===== src/rtl/led_fader.sv =====
`timescale 1ns/1ps
// led_fader: per-channel LED brightness fader with PWM output.
// Each LED bit ramps its 8-bit brightness toward full-on or full-off at
// STEP counts per fade tick, and the brightness is rendered as PWM.
// Fade ticks come from a prescaler that runs only while enabled.
module led_fader #(
  parameter int PRESCALE = 1024,
  parameter int STEP     = 8,
  parameter int NCH      = 8
) (
  input  logic           CLK,
  input  logic           RST,
  input  logic           enable,
  input  logic [NCH-1:0] led_in,
  input  logic [2:0]     level_sel,
  output logic [NCH-1:0] led_out,
  output logic [7:0]     level,
  output logic           fading
);

  localparam int             PW       = (PRESCALE > 1) ? $clog2(PRESCALE) : 1;
  localparam logic [PW-1:0]  PRE_LAST = PW'(PRESCALE - 1);
  localparam logic [8:0]     STEP9    = 9'(STEP);

  logic [NCH-1:0] r_led_q;
  logic [PW-1:0]  r_pre_cnt;
  logic [7:0]     r_pwm_cnt;
  logic [7:0]     r_bright [NCH];
  logic [NCH-1:0] r_led_out;

  logic           w_tick;
  logic [7:0]     w_tgt        [NCH];
  logic [8:0]     w_up         [NCH];
  logic [8:0]     w_dn         [NCH];
  logic [7:0]     w_bright_nxt [NCH];
  logic [NCH-1:0] w_diff;

  assign w_tick = enable && (r_pre_cnt == PRE_LAST);

  // Per-channel target and saturating next brightness for the coming tick.
  always_comb begin
    for (int i = 0; i < NCH; i++) begin
      // NOTE: every output gets a default before the if chain so no latch is inferred.
      w_tgt[i]        = r_led_q[i] ? 8'hFF : 8'h00;
      w_up[i]         = {1'b0, r_bright[i]} + STEP9;
      w_dn[i]         = {1'b0, r_bright[i]} - STEP9;
      w_bright_nxt[i] = r_bright[i];
      if (r_bright[i] < w_tgt[i]) begin
        // Bit 8 set means the sum passed 255: clip to full-on.
        w_bright_nxt[i] = w_up[i][8] ? 8'hFF : w_up[i][7:0];
      end else if (r_bright[i] > w_tgt[i]) begin
        // Bit 8 set means the difference went negative: clip to off.
        w_bright_nxt[i] = w_dn[i][8] ? 8'h00 : w_dn[i][7:0];
      end
      w_diff[i] = (r_bright[i] != w_tgt[i]);
    end
  end

  // Input register, prescaler and PWM counter.
  always_ff @(posedge CLK) begin
    // NOTE: sequential state uses non-blocking assignments so every register samples pre-edge values.
    if (RST) begin
      r_led_q   <= '0;
      r_pre_cnt <= '0;
      r_pwm_cnt <= '0;
    end else begin
      r_led_q <= led_in;
      if (enable) begin
        r_pre_cnt <= w_tick ? '0 : r_pre_cnt + PW'(1);
        r_pwm_cnt <= r_pwm_cnt + 8'd1;
      end
    end
  end

  // Brightness registers step once per fade tick.
  always_ff @(posedge CLK) begin
    if (RST) begin
      // NOTE: this small register array is reset on purpose; a fade must restart from dark.
      for (int i = 0; i < NCH; i++) r_bright[i] <= 8'h00;
    end else if (w_tick) begin
      for (int i = 0; i < NCH; i++) r_bright[i] <= w_bright_nxt[i];
    end
  end

  // Registered PWM compare; 255 is forced fully on, disabled forces all off.
  always_ff @(posedge CLK) begin
    if (RST) begin
      r_led_out <= '0;
    end else begin
      for (int i = 0; i < NCH; i++) begin
        r_led_out[i] <= enable && ((r_bright[i] == 8'hFF) || (r_pwm_cnt < r_bright[i]));
      end
    end
  end

  assign led_out = r_led_out;
  assign level   = r_bright[level_sel];
  assign fading  = |w_diff;

endmodule


===== config.mk =====
export PLATFORM = sky130hd
export DESIGN_NAME = led_fader
export DESIGN_NICKNAME = d
export VERILOG_FILES = /design/src/rtl/led_fader.sv
export SDC_FILE = /design/constraint.sdc
export NUM_CORES = 1
export LEC_CHECK = 0
export ABC_CLOCK_PERIOD_IN_PS = 3200
export BUFFER_PORTS_ARGS = -buffer_cell sky130_fd_sc_hd__buf_2
export CAP_MARGIN = 5
export CORE_MARGIN = 2
export CORE_UTILIZATION = 52
export CTS_BUF_LIST = sky130_fd_sc_hd__clkbuf_2
export DETAILED_ROUTE_END_ITERATION = 8
export PLACE_DENSITY = 0.69
export RECOVER_POWER = 25
export SETUP_SLACK_MARGIN = 0.15
export SLEW_MARGIN = 5
export SYNTH_ARGS = -nofsm -noshare
export SYNTH_HDL_FRONTEND = slang
export SYNTH_SLANG_ARGS = --single-unit
export TNS_END_PERCENT = 10

===== constraint.sdc =====
create_clock -name CLK -period 3.2 [get_ports CLK]
set_input_delay 0.16 -clock CLK [delete_from_list [all_inputs] [get_ports CLK]]
set_output_delay 0.16 -clock CLK [all_outputs]
set_load 0.03 [all_outputs]

After elaboration in Yosys (flattened, before gate mapping)
Memory sizes are Yosys's and may differ from the RTL's.
Index checks and enable logic that the tools add are counted.
W data, S select, Z words.
{ "word_totals": {"reg_bits": 34, "ramBits": 64, "inputBits": 14, "n_memories": 1, "wordCells": 144, "output_inout_bits": 17} }
{ "memory_table": {"columns": ["name", "depth", "word_bits", "rd", "rd_clocked_by_memory_dff", "wr", "line_no", "source"], "rows": [
  ["r_bright", 8, 8, 9, 0, 8, "28", "logic [7:0] r_bright [NCH];"]
]} }
{ "classes": {"bitwise_logic": 8, "n_mux": 54, "eq_ne": 17, "n_addsub": 18, "magnitude_cmp": 24, "n_reduce_logical": 18} }
{ "ops": {"columns": ["cell", "count"], "rows": [
  ["$mux W8", 48],
  ["$lt A8 B8 Y1", 16],
  ["$add A8 B4 Y9 const B", 8],
  ["$sub A8 B4 Y9 const B", 8],
  ["$eq A8 B8 Y1 const B", 8],
  ["$gt A8 B8 Y1", 8],
  ["$ne A8 B8 Y1", 8],
  ["$add A10 B1 Y10 const B", 1],
  ["$eq A10 B10 Y1 const B", 1],
  ["$mux W10", 1],
  ["$logic_and A1 B1 Y1", 9],
  ["$add A8 B1 Y8 const B", 1],
  ["$logic_or A1 B1 Y1", 8],
  ["$or A1 B1 Y1", 8],
  ["$reduce_or A8 Y1", 1],
  ["$mux W1", 5]
]} }

Longest topological paths before layout
{ "depth": {"ltp_word": 6, "depth_mapped": 8, "depth_no_buf": 7} }

Worst setup path after synthesis
No wires, ideal clock.
{ "synth_path": {"kind": "reg2reg", "startpoint": "reg, netlist name r_led_q[1]", "endpoint": "mem r_bright[1][3], enable pin", "stages_incl_launch_ff": 8, "period_less_slack_ns": 2.269, "t_arrival_ns": 1.895, "required_time_ns": 2.825, "setup_ns": 0.375, "path_slack_ns": 0.931, "n_path_buf": 1, "cell_sequence": "dfxtp_1 > inv_1 > ha_1 > a211oi_1 > o21bai_1 > or2_1 > buf_2 > a21boi_0"} }
{ "synth_rtl": {"columns": ["item", "line_no"], "rows": [
  ["end, declared", "28"]
]} }

==> metrics <==
GPL Wtd Cong=0.9044; CORE AREA=14640 sq um; fin nets=1063; first-pass GRT wire length=32220 um; Placed Area=8129 sq um; Global Route Usage Sum=25.14%; Leakage Power=3.672 nW; cells along the critical path=dlygate4sd3_1 -> clkbuf_1 -> clkbuf_1 -> or2_0 -> o31a_1 -> a21boi_1; Syn Nets=1024; Die W=126.8 um; adder-cell area share of the yosys netlist=20.73%; max cap viols=0; flops & latches, synth=82; clk_skew=0.05291 ns; post-layout min period=3.016 ns; clock slew at reported path FFs=0.24 ns; Final Non-Filler Cells=1109; Filler cells=1331; commonest cells after routing, fill and taps aside=ha_1 (130), inv_1 (61), o21ai_0 (59), nor2_1 (59); Area growth syn-to-layout=7.765%; slowest cell delay on critical path=0.96 ns; Net Switching=0.9316 mW; multi-input combinational cell area=5329 sq um; Setup Viol. Count Final=0; vias in the first global route=6184; mean area per synthesized cell=8.918 sq um; FFs w/ async S/R, synth=0%; Design Area, Final=8457 sq um; Comb power frac=26.9%; RSZ-0062 raised after global routing=false; PwrDens=324.5 nW/um^2; Initial Util=53.59%; clock network fraction of design power=27.1%; Post-synth EDFFs=48; worst min-delay path class=in2reg; Rel. slew slack=14.97%; vias per inst=6.148; Worst EP required=3.53 ns; Seq. cell area=2122 sq um; Hold Violations, Final=0; IO Pins=31; period utilisation layout=94.26%; Synth warnings=0; worst path bufs/invs=3; pin slew with the least headroom to its limit=1.276 ns; initial antenna violation count=1; Mapped Cells=880; Crit-path slowest cell=clkbuf_1; Worst EP arrival=3.35 ns; Final HPWL DP=14560 um; Final Max Slew Viols=0; crit path kind=in2reg; Net Sw Frac=33.95%; GRT Residual Overflow=0; Synth Flop Type=edfxtp_1; Compound-Gate Fraction of Synth Area=18.65%; mux cell area share after synthesis=6.027%; residual DRC count=0; CTS tree=done; placed cell count=1071; Initial DRC Count=625; Netlist cell types=69; status=completed; most common cell after layout, fill and taps aside=ha_1; Site Rows=44; worst-case clock buffer depth=2; combinational family with the most area after synthesis=adder cells; sequential fraction of the synthesis area=27.04%; Total Routed Length=20130 um; synthesized cell area=7848 sq um; CTS Buf Count=9; Worst-Skew Late Latency=0.63 ns; I/O Buffers=30; clock root buffer=clkbuf_2; Pre-antenna DRT Iters=6; CP top delay family=buffers and inverters; Int Pwr=1.813 mW; most used cell along the critical path=clkbuf_1; pin count of the biggest net entering global routing=28; Post-Synth XOR/XNOR Area=1.897%; via count=6818; Flop pwr share=46.0%; simple-gate area share of the yosys netlist=20.52%; die height=126.8 um; share of layout cells above drive strength 1=10.50%; setup_tns=0 ns; Num Clock Sinks=82; achievable frequency=331.5 MHz; total die area=16090 sq um; CP Capture Type=register; critical path startpoint category=input port; H-Tree Depth=3; post-route ant nets=0; Max rail drop VDD=162.1 uV; WL per Instance=18.15 um; Worst Path Max Fanout=27
[synthesized netlist by cell type, types with 9 or more instances]
cell type  instances  share of area (%)
clkbuf_1          17               0.81
dfxtp_1           34                8.7
nor2_1            59                2.8
and3_1            30                2.4
xor2_1            11                1.2
a211oi_1          13                1.2
o21ai_0           59                3.8
mux2i_1            9                1.1
a21o_1            24                2.3
mux4_2            15                4.3
o211ai_1          11                1.1
nand4_1           17                1.4
a21oi_1           56                3.6
nor2b_1            9               0.72
nand2b_1          11               0.88
nand3_1           35                2.2
edfxtp_1          48                 18
ha_1             130                 21
nand2_1           56                2.7
nand3b_1          10               0.96
nor3_1            33                2.1
inv_1             61                2.9
[through the flow]
| step | power [mW] | utilization [%] | hold WS, ns | worst slack [ns] |
|---|---|---|---|---|
| finish | 2.744 | 57.75 | 0.2722 | 0.1838 |
| global route | 2.895 | 57.75 | 0.2614 | 0.09477 |
| CTS | 2.740 | 57.40 | 0.2444 | 0.2028 |
| detailed placement | 1.982 | 55.51 | 0.3752 | 0.7793 |
| global placement | 1.974 | 55.51 | 0.3710 | 0.8151 |
| floorplan | 1.813 | - | 0.2882 | 0.9306 |
[per-layer routing]
layer	vias up	global-route usage, %	share of wire (%)
li1	3378	-	-
met5	-	0	0
met3	34	3.627	6.5
met1	3194	36.13	47
met2	212	39.50	45
met4	0	7.369	2.0
[power groups by stage]
stage	combinational (mW)	sequential [mW]	clock (mW)
detailed placement	0.691	1.29	0
global placement	0.683	1.29	0
floorplan	0.561	1.25	0
CTS	0.708	1.27	0.764
global route	0.826	1.27	0.799
finish	0.740	1.26	0.743
[registers in the layout, summed over array words and instances (netlist names)]
signal / count
r_bright: 48
r_led_q: 8
r_pwm_cnt: 8
led_out: 8
r_pre_cnt: 10
[repair_timing]
| action | 4_1_cts | 5_1_grt |
|---|---|---|
| setup buffers | 0 | 10 |
| setup endpoints to repair | 1 | 1 |
| hold buffers | 11 | 0 |
| gates resized for setup | 1 | 0 |
| endpoints found under the hold margin | 15 | 0 |
| pin swaps | 0 | 0 |
[final timing paths]
kind | start | to | slack, ns | depth (start not counted)
setup / recovery | RST | r_bright[2][1]$_SDFFCE_PN0P_ | 0.18 | 6
setup reg to reg | r_pre_cnt[0]$_SDFFE_PP0P_ | r_bright[2][1]$_SDFFCE_PN0P_ | 0.52 | 6
hold reg to reg | r_pre_cnt[7]$_SDFFE_PP0P_ | r_pre_cnt[7]$_SDFFE_PP0P_ | 0.50 | 2
hold / removal | led_in[7] | r_led_q[7]$_SDFF_PP0_ | 0.27 | 3
[cell families (layout without fill, tap and decap cells)]
| family | count (synthesis) | count (layout) |
|---|---|---|
| mux | 28 | 28 |
| flops | 82 | 82 |
| xor+xnor | 17 | 17 |
| buf+inv | 94 | 138 |
| simple gates | 309 | 309 |
| compound gates | 220 | 220 |
| fa+ha+maj | 130 | 130 |
| other cells | 0 | 1 |
[worst min-delay path, delay by kind of cell]
family                 cells  cell delay [ns]
AND/OR/NAND/NOR            1             0.10
buffers and inverters      2             0.61
[area by class of cell]
type                    count  share of cell area [%]
clock inverters             7                   1.361
clock buffers               9                  0.5326
diodes                      1                 0.02959
repair buffers             61                   4.542
multi-input cells         704                   63.01
inverters                  61                   2.708
flip-flops and latches     82                   25.09
well taps                 184                   2.722
Note: power is estimated with default switching activity, not from simulation.
